`src/rtl/uart8_rx_controller.sv`:
```
// UART8 receive controller: arms the receiver, buffers bytes in a first-word-fall-through FIFO, counts errors.
// Define UART_RX_CTRL_AUTO_RECOVER_EN for timed auto re-arm after rx_err; otherwise an error halts reception.
module uart8_rx_controller #(
   parameter int FIFO_DEPTH     = 4,
   parameter int HOLDOFF_CYCLES = 16,
   parameter int ERR_CNT_W      = 8
) (
   input  logic                          clk,
   input  logic                          rst_n,
   input  logic                          enable,
   input  logic                          flush,
   input  logic                          clr,
   output logic                          rx_en,
   input  logic [7:0]                    rx_data,
   input  logic                          rx_done,
   input  logic                          rx_busy,
   input  logic                          rx_err,
   output logic [7:0]                    m_data,
   output logic                          m_valid,
   input  logic                          m_ready,
   output logic [$clog2(FIFO_DEPTH):0]   level,
   output logic                          overflow,
   output logic [ERR_CNT_W-1:0]          err_count,
   output logic                          active
);
   localparam int AW = $clog2(FIFO_DEPTH);
   localparam int LW = AW + 1;

   if (FIFO_DEPTH < 2 || (FIFO_DEPTH & (FIFO_DEPTH - 1)) != 0 ||
       HOLDOFF_CYCLES < 1 || HOLDOFF_CYCLES > 255) begin : g_bad_params
      $error("uart8_rx_controller: illegal FIFO_DEPTH or HOLDOFF_CYCLES");
   end

`ifdef UART_RX_CTRL_AUTO_RECOVER_EN
   typedef enum logic [1:0] {ST_OFF, ST_RUN, ST_RECOVER} state_t;
   logic [7:0] hold_q, hold_d;
`else
   typedef enum logic [1:0] {ST_OFF, ST_RUN, ST_HALT} state_t;
`endif

   state_t               state_q, state_d;
   logic                 rx_en_q;
   logic                 err_inc;
   logic [ERR_CNT_W-1:0] err_q, err_d;
   logic                 ovf_q, ovf_d, ovf_set;
   logic [7:0]           mem_q [FIFO_DEPTH];
   logic [AW-1:0]        wr_q, wr_d, rd_q, rd_d;
   logic [LW-1:0]        level_q, level_d;
   logic [7:0]           m_data_q, m_data_d;
   logic                 push_req, do_push, do_pop, full;

   always_comb begin
      state_d = state_q;
      err_inc = 1'b0;
`ifdef UART_RX_CTRL_AUTO_RECOVER_EN
      hold_d  = hold_q;
`endif
      case (state_q)
         ST_OFF: if (enable) state_d = ST_RUN;
         ST_RUN: begin
            // An error is counted even when the simultaneous enable drop wins the transition.
            err_inc = rx_err;
            if (!enable) begin
               state_d = ST_OFF;
            end else if (rx_err) begin
`ifdef UART_RX_CTRL_AUTO_RECOVER_EN
               state_d = ST_RECOVER;
               hold_d  = 8'(HOLDOFF_CYCLES - 1);
`else
               state_d = ST_HALT;
`endif
            end
         end
`ifdef UART_RX_CTRL_AUTO_RECOVER_EN
         ST_RECOVER: begin
            if (!enable)            state_d = ST_OFF;
            else if (hold_q == 8'd0) state_d = ST_RUN;
            else                     hold_d  = hold_q - 8'd1;
         end
`else
         ST_HALT: if (clr || !enable) state_d = ST_OFF;
`endif
         default: state_d = ST_OFF;
      endcase
   end

   assign push_req = rx_done && (state_q == ST_RUN);
   assign full     = (level_q == LW'(FIFO_DEPTH));
   assign do_pop   = (level_q != '0) && m_ready && !flush;
   assign do_push  = push_req && (!full || do_pop) && !flush;
   assign ovf_set  = push_req && full && !do_pop && !flush;

   always_comb begin
      wr_d     = wr_q;
      rd_d     = rd_q;
      level_d  = level_q;
      m_data_d = m_data_q;
      if (flush) begin
         wr_d    = '0;
         rd_d    = '0;
         level_d = '0;
      end else begin
         if (do_push) wr_d = wr_q + AW'(1);
         if (do_pop)  rd_d = rd_q + AW'(1);
         level_d = level_q + LW'(do_push) - LW'(do_pop);
         // The head register bypasses the array when the incoming byte becomes the new head.
         if (do_push && (level_q - LW'(do_pop)) == '0) m_data_d = rx_data;
         else if (level_d != '0)                       m_data_d = mem_q[rd_d];
      end
   end

   always_comb begin
      ovf_d = ovf_q;
      if (ovf_set)  ovf_d = 1'b1;
      else if (clr) ovf_d = 1'b0;
      err_d = err_q;
      if (err_inc)  err_d = clr ? ERR_CNT_W'(1) : ((err_q == '1) ? err_q : err_q + ERR_CNT_W'(1));
      else if (clr) err_d = '0;
   end

   always_ff @(posedge clk) begin
      if (do_push) mem_q[wr_q] <= rx_data;
   end

   always_ff @(posedge clk or negedge rst_n) begin
      if (!rst_n) begin
         state_q  <= ST_OFF;
         rx_en_q  <= 1'b0;
         err_q    <= '0;
         ovf_q    <= 1'b0;
         wr_q     <= '0;
         rd_q     <= '0;
         level_q  <= '0;
         m_data_q <= '0;
`ifdef UART_RX_CTRL_AUTO_RECOVER_EN
         hold_q   <= '0;
`endif
      end else begin
         state_q  <= state_d;
         rx_en_q  <= (state_d == ST_RUN);
         err_q    <= err_d;
         ovf_q    <= ovf_d;
         wr_q     <= wr_d;
         rd_q     <= rd_d;
         level_q  <= level_d;
         m_data_q <= m_data_d;
`ifdef UART_RX_CTRL_AUTO_RECOVER_EN
         hold_q   <= hold_d;
`endif
      end
   end

   assign rx_en     = rx_en_q;
   assign m_data    = m_data_q;
   assign m_valid   = (level_q != '0);
   assign level     = level_q;
   assign overflow  = ovf_q;
   assign err_count = err_q;
   assign active    = (state_q == ST_RUN) && rx_busy;
endmodule
```
`config.mk`:
```
export PLATFORM = sky130hd
export DESIGN_NAME = uart8_rx_controller
export DESIGN_NICKNAME = d
export VERILOG_FILES = /design/src/rtl/uart8_rx_controller.sv
export SDC_FILE = /design/constraint.sdc
export NUM_CORES = 1
export LEC_CHECK = 0
export ABC_AREA = 1
export BUFFER_PORTS_ARGS = -buffer_cell sky130_fd_sc_hd__buf_4
export CORE_AREA = 2 2 78 80
export DETAILED_ROUTE_END_ITERATION = 8
export DIE_AREA = 0 0 80 82
export PLACE_DENSITY = 0.73
export SYNTH_ARGS = -nofsm -noshare
export SYNTH_HDL_FRONTEND = slang
export SYNTH_SLANG_ARGS = --single-unit
```
`constraint.sdc`:
```
create_clock -name clk -period 4 [get_ports clk]
set_input_delay 0.2 -clock clk [delete_from_list [all_inputs] [get_ports clk]]
set_output_delay 0.2 -clock clk [all_outputs]
set_load 0.1 [all_outputs]
```
# Word level (Yosys, flattened, before mapping)
# Memory sizes are Yosys's and may differ from the RTL's.
# Index checks and enable logic that the tools add are counted.
# W data, S select, Z words.
[classes]
add_sub_neg = 6
n_eq_ne = 6
n_mux = 22
n_bitwise = 1
n_reduce_logical = 26
[ops]
columns = ["operator", "n"]
rows = [
  ["$mux W8", 6],
  ["$mux W2", 9],
  ["$logic_and A1 B1 Y1", 10],
  ["$add A8 B1 Y8 const B", 1],
  ["$eq A8 B8 Y1 const B", 1],
  ["$reduce_bool A2 Y1", 4],
  ["$pmux W2 S3", 1],
  ["$reduce_bool A3 Y1", 2],
  ["$sub A3 B1 Y3", 2],
  ["$mux W1", 5],
  ["$add A2 B1 Y2 const B", 2],
  ["$eq A2 B1 Y1 const B", 2],
  ["$logic_not A1 Y1", 4],
  ["$reduce_and A2 Y1", 2],
  ["$add A3 B1 Y3", 1],
  ["$eq A3 B3 Y1 const B", 1],
  ["$logic_not A3 Y1", 1],
  ["$mux W3", 1],
  ["$eq A2 B2 Y1 const B", 1],
  ["$logic_not A2 Y1", 1],
  ["$logic_or A1 B1 Y1", 2],
  ["$ne A2 B2 Y1 const B", 1],
  ["$not A1 Y1", 1],
]
[word_totals]
register_bits = 27
ram_bits = 32
in_bits = 17
output_inout_bits = 23
mem_count = 1
[memory_table]
columns = ["name", "words", "width", "read_ports", "rd_ports_with_merged_regs", "wr", "line", "text"]
rows = [
  ["mem_q", 4, 8, 1, 0, 1, "46", "logic [7:0] mem_q [FIFO_DEPTH];"],
]

# Depth between registers and ports, before layout
[logic_depth]
ltp_word = 11
depth_mapped = 20
ltp_nobuf = 18

# Least setup slack after synthesis
# OpenSTA, ideal clock, no wires.
[synth_timing]
kind = "reg-to-reg"
start = "reg level_q[1], in the netlist level[1]"
end = "reg m_data_q[6], in the netlist m_data[6]"
t_arrival_ns = 3.853
required_time_ns = 3.880
path_slack_ns = 0.027
path_stages_with_launch = 21
period_less_slack_ns = 3.973
path_cell_list = "dfrtp_1 nor2_1 nand2_2 nand2_4 nand2_4 nand2_4 buf_2 ha_1 inv_1 ha_1 inv_1 fa_1 xor2_1 nand2_1 nand3_1 nand2_1 nor2_4 buf_6 nor2_1 nand2_1 nand2_1"
[synth_via]
elab_chain_cells = 11
elab_cells_between_ends = 21
cone_classes = "add/sub: 3; eq/ne: 1; mux: 4; reduce/logical: 12; memory: 1"
[synth_rtl]
columns = ["element", "line", "text"]
rows = [
  ["from (decl)", "48", "logic [LW-1:0] level_q, level_d;"],
  ["from (signal assigned)", "145", "level_q <= level_d;"],
  ["$reduce_bool A3 Y1 (*)", "--", ""],
  ["named net m_valid", "19", "output logic m_valid,"],
  ["$logic_and A1 B1 Y1 (*) (2 in series)", "89", "assign do_pop = (level_q != '0) && m_ready && !flush;"],
  ["$logic_or A1 B1 Y1", "90", "assign do_push = push_req && (!full || do_pop) && !flush;"],
  ["$logic_and A1 B1 Y1 (2 in series)", "90", ""],
  ["$add A3 B1 Y3", "105", "level_d = level_q + LW'(do_push) - LW'(do_pop);"],
  ["$sub A3 B1 Y3", "105", ""],
  ["$reduce_bool A3 Y1", "108", "else if (level_d != '0) m_data_d = mem_q[rd_d];"],
  ["$reduce_bool A2 Y1 (no line)", "--", ""],
  ["$reduce_and A2 Y1 (no line)", "--", ""],
  ["to (signal assigned)", "146", "m_data_q <= m_data_d;"],
  ["to (decl)", "49", "logic [7:0] m_data_q, m_data_d;"],
]
# The timed path passes the listed nets; every way through them passes the cells marked *. The select of a mux whose other input is x is not followed.
# A chain may end at the register's enable or synchronous reset.

# Worst setup path in the final report
[layout_timing]
start = "reg level_q[1], in the netlist level[1]"
end = "reg m_data_q[5], in the netlist m_data[5]"
[layout_via]
elab_chain_cells = 11
elab_cells_between_ends = 21
cone_classes = "add/sub: 3; eq/ne: 1; mux: 4; reduce/logical: 12; memory: 1"
[layout_rtl]
columns = ["element", "line"]
rows = [
  ["$reduce_bool A3 Y1", "89"],
  ["$logic_and A1 B1 Y1 (2 in series)", "89"],
  ["$logic_or A1 B1 Y1", "90"],
  ["$logic_and A1 B1 Y1 (2 in series)", "90"],
  ["$add A3 B1 Y3", "105"],
  ["$sub A3 B1 Y3", "105"],
  ["$reduce_bool A3 Y1", "108"],
  ["$reduce_bool A2 Y1 (no line)", "--"],
  ["$reduce_and A2 Y1 (no line)", "--"],
]
# Several ways; a longest one is shown, not always the timed one. The select of a mux whose other input is x is not followed.

==> metrics.md <==
| Metric | Value |
|---|---|
| Clk buf depth | `2` |
| Total grt overflow | `0` |
| Via count | `between 2k and 2.5k` |
| Dpl hpwl | `~4400 µm` |
| Crit Path Class | `reg -> reg` |
| Share of layout cells above drive strength 1 | `0.191` |
| Fill count | `510` |
| DRT antenna net count | `0` |
| Hold worst-path end | `state_q[0]$_DFF_PN0_` |
| PD cells | `between 600 and 700 nW/µm²` |
| Root buffer cell | `clkbuf_8` |
| Mapped Area | `roughly 3000 µm²` |
| Setup Buffers After CTS | `0` |
| Total power | `between 2000 and 2500 µW` |
| Hold/Removal Path Class | `in -> reg` |
| GP Congestion | `between 0.8 and 0.9` |
| Synthesized instance count | `about 330` |
| Critical Path AT | `approximately 3.3 ns` |
| CP cell instances | `nor2_1 > nand2_2 > nand2_4 > nand2_4 > nand2_4 > ha_1 > inv_1 > ha_1 > inv_1 > fa_1 > xnor2_1 > nand2_1 > nand3_1 > nand2_1 > nor2_4 > nor2_1 > nand2_1 > nand2_1` |
| Sink Count | `59` |
| H-Tree Depth | `3` |
| Async SR Flop Fraction | `0.458` |
| Mean post-synth cell area | `between 9 and 10 µm²` |
| DR pass1 iterations | `5` |
| Post-CTS Hold Fix Bufs | `1` |
| Mapped Nets | `between 300 and 400` |
| Worst skew pair latency | `0.33 ns` |
| Cell with the most instances after synthesis | `nand2_1` |
| Post-synth top area cell | `edfxtp_1` |
| DIE AREA | `about 6600 µm²` |
| WL/cell | `between 10 and 15 µm` |
| Worst VDD drop | `between 0.0004 and 0.0005 V` |
| Max Fanout on Critical Path | `16` |
| Worst Hold Path Cells | `2` |
| Number of global-route vias before repair | `roughly 2.1k` |
| RR Endpoint | `m_data[5]$_DFFE_PN0P_` |
| CTS buffer count | `9` |
| Initial Util | `0.514` |
| N_diodes | `0` |
| Startpoint Class | `flip-flop` |
| Reg2Reg Depth | `18` |
| DRC | `0` |
| First-pass GRT wire length | `slightly above 10000 µm` |
| Post-route minimum period | `3.08 ns` |
| Worst Tran Pin Value | `around 0.82 ns` |
| Site Rows | `28` |
| Area delta synth->final | `18.3%` |
| Max Cap Viol | `0` |
| Clk pin slew, worst setup/hold paths | `approximately 0.07 ns` |
| Fin. max-slew vios | `0` |
| Status | `finished clean` |
| CP most frequent cell | `nand2_1` |
| Netlist cell types | `31` |
| Static Leak | `~0.0017 µW` |
| Endpoint class of the critical path | `flip-flop` |
| Critical path's slowest cell | `dfrtp_1` |
| Max frequency | `0.325 GHz` |
| Die width | `80 µm` |
| Post-synth top cells | `71 x nand2_1, 59 x inv_1, 51 x nand3_1` |
| HP Start | `rx_err` |
| Post-synth top flop | `edfxtp_1` |
| Design area | `roughly 3500 µm²` |
| Flops & latches, synth | `59` |
| Initial DRC Count | `between 100 and 150` |
| Sequential fraction of the synthesis area | `0.554` |
| EDFF count, synth | `32` |
| Final WL | `slightly above 6000 µm` |
| Post-DP Area | `3300 µm²` |
| Reg2Reg Setup Slack | `just over 0.9 ns` |
| Setup TNS | `0 ns` |
| Yosys top cell area share | `0.325` |
| Clock Skew | `0.00941 ns` |
| Pin count of the biggest net entering global routing | `28` |
| Post-CTS sizing | `0` |
| Final setup fails | `0` |
| Ports | `40` |
| Die H | `roughly 82 µm` |
| Port-buffer cells | `39` |
| Critical Path RT | `4.22 ns` |
| Reg-to-Reg Start | `level[1]$_DFF_PN0_` |
| Initial antenna violation count | `0` |
| Synth Warn # | `0` |
| Final hold vios | `0` |
| Final #Nets | `~400` |
| Critical path's largest stage delay | `about 0.48 ns` |
| Slew margin rel. | `0.449` |
| Core Region | `5750 µm²` |
| Crit share post-route | `0.769` |
| Via density | `~5.0` |
| CTS tree | `built` |
| Total GRT Usage | `0.205` |
| RSZ-0062 raised after global routing | `false` |
| Area contributors post-synth | `edfxtp_1 33%, dfrtp_1 23%, nand2_1 9.0%` |
## registers in the layout, summed over array words and instances (netlist names)
register	count
m_data	8
wr_q	2
overflow	1
level	3
rd_q	2
err_count	8
rx_en	1
state_q	2
mem_q	32
## layout make-up
type / count / area (µm²) / area share
flip-flops and latches: 59 / 1640 / 0.469
clock buffers: 12 / 155 / 0.0444
clock inverters: 4 / 25.0 / 0.00717
repair buffers: 40 / 303 / 0.0867
inverters: 63 / 236 / 0.0677
well taps: 75 / 93.8 / 0.0269
multi-input cells: 198 / 1040 / 0.298
## critical path, delay by kind of cell, from the launching register on
family	cells	cell delay (ns)
buffers and inverters	2	0.10
and+or+nand+nor	12	1.40
adders and majority gates	3	0.79
DFF	1	0.48
xor gates and xnor gates	1	0.17
## cells in the final DEF (no fill, tap or decap), types with 2 or more instances in the layout
cell | netlist | layout
nand2_1 | 71 | 71
inv_1 | 59 | 59
nand3_1 | 51 | 51
buf_4 | 0 | 39
edfxtp_1 | 32 | 32
dfrtp_1 | 27 | 27
nor2_1 | 23 | 23
clkbuf_8 | 0 | 11
o21ai_0 | 8 | 8
nor3_1 | 8 | 8
ha_1 | 8 | 8
nand2_4 | 4 | 4
inv_2 | 3 | 3
nor2_2 | 3 | 3
nand2_2 | 2 | 2
a211oi_1 | 2 | 2
nor3b_1 | 2 | 2
nand4_1 | 2 | 2
a21oi_1 | 2 | 2
nor2_4 | 2 | 2
clkinv_2 | 0 | 2
clkinvlp_4 | 0 | 2
## report_power, final
group	leakage (µW)	switching, µW	internal [µW]
sequential	0.000644	50.0	713
combinational	0.000975	886	266
clock	0.0000884	231	256
## worst max path at each step
stage / startpoint / end / slack, ns / cells past startpoint
after global routing: level[1]$_DFF_PN0_ / m_data[0]$_DFFE_PN0P_ / 0.64 / 18
after detailed placement: level[1]$_DFF_PN0_ / m_data[5]$_DFFE_PN0P_ / 0.89 / 18
after floorplan: level[1]$_DFF_PN0_ / m_data[6]$_DFFE_PN0P_ / 0.03 / 20
after CTS: level[1]$_DFF_PN0_ / m_data[5]$_DFFE_PN0P_ / 0.88 / 18
final: level[1]$_DFF_PN0_ / m_data[5]$_DFFE_PN0P_ / 0.92 / 18
after global placement: level[1]$_DFF_PN0_ / m_data[0]$_DFFE_PN0P_ / 1.08 / 18
## per-layer routing
metal  track usage  routed length (µm)  up-vias
met5             0                   0        -
met4        0.0881                  65        0
met3        0.0516                 321        8
met2         0.335                3080       46
met1         0.259                2720     1060
li1              -                   -     1136
## kinds of logic (layout without fill, tap and decap cells)
kind of cell             count (synthesis)  in the layout  share of synthesized area
AND/OR/NAND/NOR                        172            172                      0.275
buffers and inverters                   68            119                     0.0928
flip-flops                              59             59                      0.554
AO/OA/AOI/OAI                           15             15                     0.0309
adder cells (fa/ha/maj)                  9              9                     0.0407
XOR/XNOR                                 2              2                    0.00593
## through the flow
stage / util / setup slack, ns / cells / hold WS, ns
3_5_place_dp: 0.575 / 0.891 / 434 / 0.133
3_3_place_gp: 0.575 / 1.08 / 434 / 0.134
5_1_grt: 0.608 / 0.644 / 451 / 0.0660
2_1_floorplan: - / 0.0271 / 325 / -0.0956
4_1_cts: 0.608 / 0.884 / 451 / 0.0522
6_report: 0.608 / 0.923 / 451 / 0.0593
No activity file was read; power rests on OpenSTA's default activity.
